==> config.mk <==
export PLATFORM = sky130hd
export DESIGN_NAME = sm4_mode_ctrl
export DESIGN_NICKNAME = d
export VERILOG_FILES = /design/src/rtl/sm4_pkg.sv /design/src/rtl/sm4_chain_xor.sv /design/src/rtl/sm4_mode_ctrl.sv
export SDC_FILE = /design/constraint.sdc
export NUM_CORES = 1
export LEC_CHECK = 0
export ABC_AREA = 1
export BUFFER_PORTS_ARGS = -buffer_cell sky130_fd_sc_hd__buf_2
export CORE_AREA = 8 8 246 248
export DETAILED_ROUTE_END_ITERATION = 8
export DIE_AREA = 0 0 254 256
export GPL_TIMING_DRIVEN = 0
export PLACE_DENSITY = 0.73
export SLEW_MARGIN = 10
export SYNTH_ARGS = -nofsm -noshare
export SYNTH_HDL_FRONTEND = slang
export SYNTH_SLANG_ARGS = --single-unit
==> constraint.sdc <==
create_clock -name clk -period 3 [get_ports clk]
set_clock_uncertainty 0.05 [all_clocks]
set_input_delay 0.3 -clock clk [delete_from_list [all_inputs] [get_ports clk]]
set_output_delay 0.3 -clock clk [all_outputs]
set_load 0.05 [all_outputs]
==> src/rtl/sm4_pkg.sv <==
// Shared types and constants for the SM4 block-chaining controller.
// Holds block width, FSM state encoding and chaining mode encodings.
package sm4_pkg;

   localparam int SM4_BLK_W = 128;

   localparam logic MODE_ECB = 1'b0;
   localparam logic MODE_CBC = 1'b1;

   typedef enum logic [1:0] {
      IDLE  = 2'd0,
      ISSUE = 2'd1,
      WAIT  = 2'd2,
      OUT   = 2'd3
   } state_e;

endpackage

==> src/rtl/sm4_chain_xor.sv <==
// Chain register and ECB/CBC XOR selection around the SM4 core.
// Pre-core XOR applies to CBC encrypt, post-core XOR to CBC decrypt.
module sm4_chain_xor
   import sm4_pkg::*;
#(
   parameter int DATA_W = SM4_BLK_W
) (
   input  logic              clk,
   input  logic              reset_n,
   input  logic              load_iv,
   input  logic [DATA_W-1:0] iv_in,
   input  logic              mode,
   input  logic              decrypt,
   input  logic              capture,
   input  logic [DATA_W-1:0] in_blk,
   input  logic [DATA_W-1:0] held_blk,
   input  logic [DATA_W-1:0] result_in,
   output logic [DATA_W-1:0] core_in_out,
   output logic [DATA_W-1:0] result_out
);

   logic [DATA_W-1:0] chain_q;
   logic [DATA_W-1:0] chain_d;

   // XOR selection and next chain value
   always_comb begin
      core_in_out = in_blk;
      result_out  = result_in;
      chain_d     = chain_q;
      if (mode == MODE_CBC && !decrypt) begin
         core_in_out = in_blk ^ chain_q;
      end
      if (mode == MODE_CBC && decrypt) begin
         result_out = result_in ^ chain_q;
      end
      if (load_iv) begin
         chain_d = iv_in;
      end else if (capture && mode == MODE_CBC) begin
         chain_d = decrypt ? held_blk : result_in;
      end
   end

   // Chain register
   always_ff @(posedge clk) begin
      if (!reset_n) begin
         chain_q <= '0;
      end else begin
         chain_q <= chain_d;
      end
   end

endmodule

==> src/rtl/sm4_mode_ctrl.sv <==
// SM4 block-chaining controller: stream in, one core op per block, stream out.
// Optional block counter enabled by defining SM4_MODE_BLKCNT_EN.
module sm4_mode_ctrl
   import sm4_pkg::*;
#(
   parameter int DATA_W = SM4_BLK_W
`ifdef SM4_MODE_BLKCNT_EN
   ,
   parameter int CNT_W = 32
`endif
) (
   input  logic              clk,
   input  logic              reset_n,
   input  logic              start_in,
   input  logic [DATA_W-1:0] iv_in,
   input  logic              cbc_in,
   input  logic              decrypt_in,
   output logic              busy_out,
   input  logic              s_valid_in,
   output logic              s_ready_out,
   input  logic [DATA_W-1:0] s_data_in,
   input  logic              s_last_in,
   output logic              m_valid_out,
   input  logic              m_ready_in,
   output logic [DATA_W-1:0] m_data_out,
   output logic              m_last_out,
   output logic              core_encdec_enable_out,
   output logic              core_encdec_sel_out,
   output logic [DATA_W-1:0] core_data_out,
   input  logic              core_ready_in,
   input  logic [DATA_W-1:0] core_result_in,
   input  logic              core_key_ready_in
`ifdef SM4_MODE_BLKCNT_EN
   ,
   output logic [CNT_W-1:0]  blk_count_out
`endif
);

   state_e            state_q, state_d;
   logic              active_q, active_d;
   logic              cbc_q, cbc_d;
   logic              dec_q, dec_d;
   logic [DATA_W-1:0] blk_q, blk_d;
   logic              last_q, last_d;
   logic [DATA_W-1:0] cdata_q, cdata_d;
   logic              en_q, en_d;
   logic              arm_q, arm_d;
   logic              mvalid_q, mvalid_d;
   logic [DATA_W-1:0] mdata_q, mdata_d;
   logic              mlast_q, mlast_d;

   logic              start_ok;
   logic              hs_in;
   logic              hs_out;
   logic              capture;
   logic [DATA_W-1:0] core_in;
   logic [DATA_W-1:0] res;

   assign s_ready_out = (state_q == IDLE) & active_q
                      & core_key_ready_in & core_ready_in;

   assign busy_out               = active_q;
   assign m_valid_out            = mvalid_q;
   assign m_data_out             = mdata_q;
   assign m_last_out             = mlast_q;
   assign core_encdec_enable_out = en_q;
   assign core_encdec_sel_out    = dec_q;
   assign core_data_out          = cdata_q;

   sm4_chain_xor #(
      .DATA_W (DATA_W)
   ) u_chain (
      .clk         (clk),
      .reset_n     (reset_n),
      .load_iv     (start_ok),
      .iv_in       (iv_in),
      .mode        (cbc_q),
      .decrypt     (dec_q),
      .capture     (capture),
      .in_blk      (s_data_in),
      .held_blk    (blk_q),
      .result_in   (core_result_in),
      .core_in_out (core_in),
      .result_out  (res)
   );

   // Handshake qualifiers
   always_comb begin
      start_ok = start_in & (state_q == IDLE) & ~active_q;
      hs_in    = s_valid_in & s_ready_out;
      hs_out   = mvalid_q & m_ready_in;
      // The first WAIT cycle sees the core's ready from before it took enable.
      capture  = (state_q == WAIT) & arm_q & core_ready_in;
   end

   // FSM next-state and registered-output logic
   always_comb begin
      state_d  = state_q;
      active_d = active_q;
      cbc_d    = cbc_q;
      dec_d    = dec_q;
      blk_d    = blk_q;
      last_d   = last_q;
      cdata_d  = cdata_q;
      en_d     = 1'b0;
      arm_d    = arm_q;
      mvalid_d = mvalid_q;
      mdata_d  = mdata_q;
      mlast_d  = mlast_q;
      unique case (state_q)
         IDLE: begin
            if (start_ok) begin
               active_d = 1'b1;
               cbc_d    = cbc_in;
               dec_d    = decrypt_in;
            end else if (hs_in) begin
               blk_d   = s_data_in;
               last_d  = s_last_in;
               cdata_d = core_in;
               en_d    = 1'b1;
               state_d = ISSUE;
            end
         end
         ISSUE: begin
            arm_d   = 1'b0;
            state_d = WAIT;
         end
         WAIT: begin
            arm_d = 1'b1;
            if (capture) begin
               mdata_d  = res;
               mlast_d  = last_q;
               mvalid_d = 1'b1;
               state_d  = OUT;
            end
         end
         OUT: begin
            if (hs_out) begin
               mvalid_d = 1'b0;
               state_d  = IDLE;
               if (mlast_q) begin
                  active_d = 1'b0;
               end
            end
         end
         default: state_d = IDLE;
      endcase
   end

   // FSM state and output registers
   always_ff @(posedge clk) begin
      if (!reset_n) begin
         state_q  <= IDLE;
         active_q <= 1'b0;
         cbc_q    <= MODE_ECB;
         dec_q    <= 1'b0;
         blk_q    <= '0;
         last_q   <= 1'b0;
         cdata_q  <= '0;
         en_q     <= 1'b0;
         arm_q    <= 1'b0;
         mvalid_q <= 1'b0;
         mdata_q  <= '0;
         mlast_q  <= 1'b0;
      end else begin
         state_q  <= state_d;
         active_q <= active_d;
         cbc_q    <= cbc_d;
         dec_q    <= dec_d;
         blk_q    <= blk_d;
         last_q   <= last_d;
         cdata_q  <= cdata_d;
         en_q     <= en_d;
         arm_q    <= arm_d;
         mvalid_q <= mvalid_d;
         mdata_q  <= mdata_d;
         mlast_q  <= mlast_d;
      end
   end

`ifdef SM4_MODE_BLKCNT_EN
   logic [CNT_W-1:0] cnt_q, cnt_d;

   assign blk_count_out = cnt_q;

   // Saturating count of result handshakes, cleared per message
   always_comb begin
      cnt_d = cnt_q;
      if (start_ok) begin
         cnt_d = '0;
      end else if (hs_out && cnt_q != '1) begin
         cnt_d = cnt_q + 1'b1;
      end
   end

   // Block counter register
   always_ff @(posedge clk) begin
      if (!reset_n) begin
         cnt_q <= '0;
      end else begin
         cnt_q <= cnt_d;
      end
   end
`endif

endmodule

==> results.md, run 1 <==
* Crit-path max cell delay at 0.54 ns
* Inserted Clock Buffers at 58
* Reg2reg start: state_q[0]
* Power density over cell area at 604 nW/um^2
* # clock sinks at 522
* Hold depth at 5
* Power, Total at 21500 uW
* Status: finished clean
* Max Cap Viol at 0
* Cells after synthesis at 4053
* Die height at 256 um
* Final Max Slew Viols at 0
* Synth Area in Compound Gates at 16.5%
* Largest family of logic cells by synthesized area: simple AND/OR/NAND/NOR gates
* Area share of fa/ha/maj cells after synthesis at 0.195%
* Clk_lat worst skew at 0.62 ns
* CP max FO at 10
* Via count at 32000
* DRC errors left at 0
* Share of layout cells above drive strength 1 at 17.8%
* Number of synthesized register bits at 522
* Worst path cell trace: inv_1 -> ha_1 -> nand3_1 -> buf_2 -> buf_1 -> a21oi_1 -> o21ai_0 -> nand2_1 -> inv_1
* Leak at 0.0176 uW
* Clk root buf: clkbuf_16
* Initial antenna violation count at 35
* Max-slew headroom at 12.3%
* Total wire length at 118000 um
* Clock-pin transition on the worst setup and hold timing paths at 0.06 ns
* CP Launch Type: register
* DIE AREA at 65000 um^2
* H-tree depth at 2
* Die X at 254 um
* 1st-pass router iterations at 7
* Layout area overhead at 38.6%
* WHS Endpoint: u_chain.chain_q[37]
* Synthesized area at 25700 um^2
* R2r endpoint: m_data_out[35]
* Vias in the first global route at 29800
* Syn Nets at 4451
* Io pins at 656
* IO Port Bufs at 654
* Post-Synth XOR/XNOR Area at 0%
* NumNets Final at 5533
* CP dominant cell by count: inv_1
* Area of the core at 56800 um^2
* Worst path required time at 3.52 ns
* Post CTS Setup Buffer Count at 0
* DR iter-0 viols at 3361
* Hold Crit Class: in2reg
* Kind of critical path: reg2reg
* RSZ-0062 raised after global routing: false
* Final GP Congestion at 0.951
* CTS tree: built
* Setup-failing EPs final at 0
* Multiplexer area fraction after synthesis at 0%
* Post-route setup TNS at 0 ns
* Gr usage total at 34.5%
* Fin crit period at 2.78 ns
* Critical path data arrival time at 3.30 ns
* Congestion Overflow GR at 0
* Synth unique cells at 22
* Seq/Total Area, Yosys at 40.7%
* Vias/cell at 5.35
* Period utilisation layout at 92.6%
* Row count at 88
* F_max at 360 MHz
* First-pass GRT wire length at 176000 um
* HPWL Detailed at 84300 um
* Largest net degree at the start of global routing at 15
* CP endpoint kind: register
* Slowest CP cell: buf_2
* Ys Warns at 0
* Worst r2r path cells at 9
* Initial Util at 45.2%
* CTS Buffer Depth at 3
* Peak VDD IR at 0.000479 V
* Simple-gate share of the synthesized area at 33.7%
* Avg Cell Area, Syn at 6.34 um^2
* Worst-Margin Slew at 1.32 ns
* R2R Setup Slk at 0.22 ns
* Final hold violation count at 0
* Wire per inst at 19.8 um
* Hold_sp: iv_in[37]
* Routed Antenna Nets at 0
sequential cells by signal, summed over array words and instances, names as in the netlist, 2 cells and up:
signal	flops
blk_q	128
u_chain.chain_q	128
core_data_out	128
m_data_out	128
state_q	2
cell usage in the layout, fill, tap and decap left out, types with 4 or more instances in the layout:
cell	netlist	routed
a21oi_1	263	263
buf_1	7	7
buf_2	140	794
buf_6	11	11
clkbuf_1	107	116
clkbuf_16	0	61
clkbuf_8	0	19
clkinv_2	0	16
dfxtp_1	522	522
diode_2	0	35
dlygate4sd3_1	0	368
ha_1	4	4
inv_1	268	268
nand2_1	1421	1421
nand3_1	249	249
nand3_2	10	10
nor2_1	521	521
o21a_1	128	128
o21ai_0	387	387
o21ai_1	4	4
worst max-delay path by stage:
stage,from,to
5_1_grt,state_q[0],m_data_out[76]
3_5_place_dp,state_q[0],m_data_out[71]
2_1_floorplan,busy_out,blk_q[0]
3_3_place_gp,state_q[0],m_data_out[76]
4_1_cts,state_q[0],m_data_out[71]
6_report,state_q[0],m_data_out[35]
synth_stat cells, drive strengths merged:
cell | instances | area share (%)
a21oi | 263 | 5.1
ha | 4 | 0.19
nand2 | 1422 | 21
inv | 270 | 3.9
o21a | 128 | 3.7
o31ai | 1 | 0.029
clkbuf | 107 | 1.6
nor2 | 523 | 7.7
buf | 161 | 3.4
o21ai | 392 | 7.6
clkinv | 1 | 0.015
nand3 | 259 | 5.2
dfxtp | 522 | 41
area by class of cell:
cell class / count / area (um^2)
repair buffers: 1022 / 6960
inverters: 271 / 1020
clock buffers: 90 / 1830
diodes: 35 / 87.6
plain buffers: 268 / 1280
clock inverters: 17 / 87.6
well taps: 765 / 957
flip-flops and latches: 522 / 10500
multi-input cells: 2992 / 13000
fillers: 5160 / 21200
power breakdown:
part | switching (uW) | internal (uW) | leakage, uW
combinational | 4100 | 1840 | 0.0124
clock | 3070 | 4150 | 0.000963
sequential | 682 | 7680 | 0.00424
metrics by stage:
step / hold WS, ns / area [um^2] / cells / utilization [%] / setup WS [ns]
final: 0.0211 / 35600 / 5982 / 62.7 / 0.222
after global routing: 0.0247 / 35600 / 5974 / 62.6 / 0.0725
after detailed placement: 0.403 / 29900 / 5472 / 52.7 / 0.341
after floorplan: 0.400 / 25700 / 4053 / - / 0.807
after CTS: 0.000235 / 35500 / 5947 / 62.5 / 0.333
after global placement: 0.399 / 29900 / 5472 / 52.7 / 0.364
what timing repair did:
action	4_1_cts	5_1_grt
resized for setup	0	0
endpoints found under the hold margin	445	0
hold buffers	368	0
per-layer routing:
layer / up-vias / global-route usage, % / part of all wire [%]
met4: 10 / 18.7 / 6.1
met3: 466 / 7.77 / 10
met2: 1955 / 55.1 / 45
met5: - / 0 / 0.050
met1: 14500 / 42.7 / 38
li1: 15000 / - / -
kinds of logic (layout without fill, tap and decap cells):
group                    after synthesis  in the layout
AND/OR/NAND/NOR                     2204           2204
AO/OA/AOI/OAI                        784            784
buffers and inverters                539           1668
flip-flops                           522            522
adder cells (fa/ha/maj)                4              4
other                                  0             35
worst max-delay path, delay by kind of cell, from the launching register on:
family | cells | cell delay (ns)
AOI/OAI and AO/OA | 2 | 0.31
adders and majority gates | 1 | 0.25
and+or+nand+nor | 2 | 0.53
DFF | 1 | 0.36
buffers and inverters | 4 | 1.21
(Power assumes the default switching activity.)
==> run 2: changes to the inputs <==
Settings changed: PLACE_DENSITY 0.73 to unset, PLACE_DENSITY_LB_ADDON set to 0.15.
==> run 2 against run 1 <==
Compared with the run above:
- hold slack gained 0.0088 ns
- register-to-register slack about the same
- global-route usage is 1.1 points lower
- wire length shrank 3.8%
- sequential share of layout area down 0.12 points
- critical path depth unchanged
- die area is the same
- clock-buffer cell count shrank 1
- sequential power hardly changed
- first-iteration DRC count down 19%
- largest power group unchanged
==> results.md, run 2 (synthesized netlist as in run 1, its figures left out) <==
* Status: finished clean
* Final hold violation count at 0
* Power, Total at 21800 uW
* DIE AREA at 65000 um^2
* Layout fillers at 5381
* Inserted Clock Buffers at 58
* Die height at 256 um
* Wire per inst at 19.0 um
* Clk root buf: clkbuf_16
* CTS tree: built
* CP endpoint kind: register
* HPWL Detailed at 82800 um
* Peak VDD IR at 0.000497 V
* Gr usage total at 33.4%
* H-tree depth at 2
* Vias/cell at 5.16
* Initial Util at 45.2%
* Via count at 30900
* CP dominant cell by count: nand2_1
* Setup-failing EPs final at 0
* Inst Count DP at 5472
* Die X at 254 um
* Layout area overhead at 39.1%
* Post-cts gate resize count at 0
* Total wire length at 114000 um
* RSZ-0062 raised after global routing: false
* Clock-pin transition on the worst setup and hold timing paths at 0.06 ns
* Max-slew headroom at 14.8%
* WP depth at 9
* Worst r2r path cells at 9
* Routed Antenna Nets at 0
* Worst path cell trace: inv_1 -> ha_1 -> nand2_1 -> nor2_2 -> nand2_2 -> buf_2 -> clkbuf_1 -> nand2_1 -> a21oi_1
* Buffers & Inverters on Critical Path at 3
* Initial antenna violation count at 38
* Clk_lat worst skew at 0.64 ns
* Largest net degree at the start of global routing at 15
* 1st-pass router iterations at 5
* Slowest CP cell: clkbuf_1
* # clock sinks at 522
* Kind of critical path: reg2reg
* Worst-Margin Slew at 1.28 ns
* First-pass GRT wire length at 171000 um
* CTS Buffer Depth at 3
* F_max at 358 MHz
* NumNets Final at 5538
* Vias in the first global route at 29100
* Row count at 88
* Max Cap Viol at 0
* CP max FO at 10
* DRC errors left at 0
* Hold depth at 5
* DR iter-0 viols at 2738
* Area of the core at 56800 um^2
* Power density over cell area at 609 nW/um^2
* Fin crit period at 2.79 ns
* Leak at 0.0177 uW
* Critical path data arrival time at 3.29 ns
* Congestion Overflow GR at 0
* Period utilisation layout at 93.1%
* CP Launch Type: register
* Final Max Slew Viols at 0
* Hold Crit Class: in2reg
* Final GP Congestion at 0.913
* Final Non-Filler Cells at 5989
* Commonest non-fill, non-tap cell in the layout: nand2_1
* Post-route setup TNS at 0 ns
* Worst path required time at 3.50 ns
* Delay-heaviest family, CP: buffers and inverters
* Hold buffer count at cts at 373
* Share of layout cells above drive strength 1 at 17.7%
* Leading cell types in the layout, fill and taps excluded: 1421 x nand2_1, 794 x buf_2, 522 x dfxtp_1
* Post CTS Setup Buffer Count at 0
* Io pins at 656
* IO Port Bufs at 654
* Crit-path max cell delay at 0.60 ns
run 2: area by class of cell:
class	count	area [um^2]	share of cell area, %
antenna	39	97.6	0.273
buffer	268	1280	3.57
clock buffer	89	1760	4.92
clock inverter	16	238	0.665
inverter	271	1020	2.84
multi-input combinational	2992	13000	36.2
sequential	522	10500	29.2
tap	765	957	2.68
timing repair buffer	1027	7010	19.6
run 2: path summary, 6_finish.rpt:
| kind | from | endpoint | slack (ns) |
|---|---|---|---|
| worst min-delay path | iv_in[30] | u_chain.chain_q[30] | 0.03 |
| worst max register to register | state_q[1] | core_data_out[92] | 0.21 |
| worst max-delay path | state_q[1] | core_data_out[92] | 0.21 |
| worst min register to register | core_data_out[104] | core_data_out[104] | 0.41 |
run 2: worst min-delay path, cell delays in order:
cell and delay [ns]:
buf_2 0.08, nand2_1 0.07, nand2_1 0.07, nor2_1 0.04
nor2_1 0.09
run 2: report_power, final:
group | internal (uW) | switching (uW) | leakage [uW]
logic | 1840 | 3990 | 0.0124
registers | 7680 | 674 | 0.00424
clock network | 4520 | 3070 | 0.000990
run 2: metrics by stage:
stage / setup slack, ns / hold WS [ns] / instance area (um^2) / utilization [%]
floorplan: 0.807 / 0.400 / 25700 / -
global placement: 0.242 / 0.399 / 29900 / 52.7
detailed placement: 0.281 / 0.402 / 29900 / 52.7
CTS: 0.261 / 0.00231 / 35700 / 62.8
global route: 0.0426 / 0.0313 / 35700 / 62.9
finish: 0.208 / 0.0299 / 35800 / 62.9
run 2: per-layer routing:
metal	vias to the layer above	track usage (%)	part of all wire [%]
met5	-	0	0.020
met4	4	17.6	5.6
met3	373	6.99	8.9
met2	1504	54.5	46
met1	14000	41.0	40
li1	15000	-	-
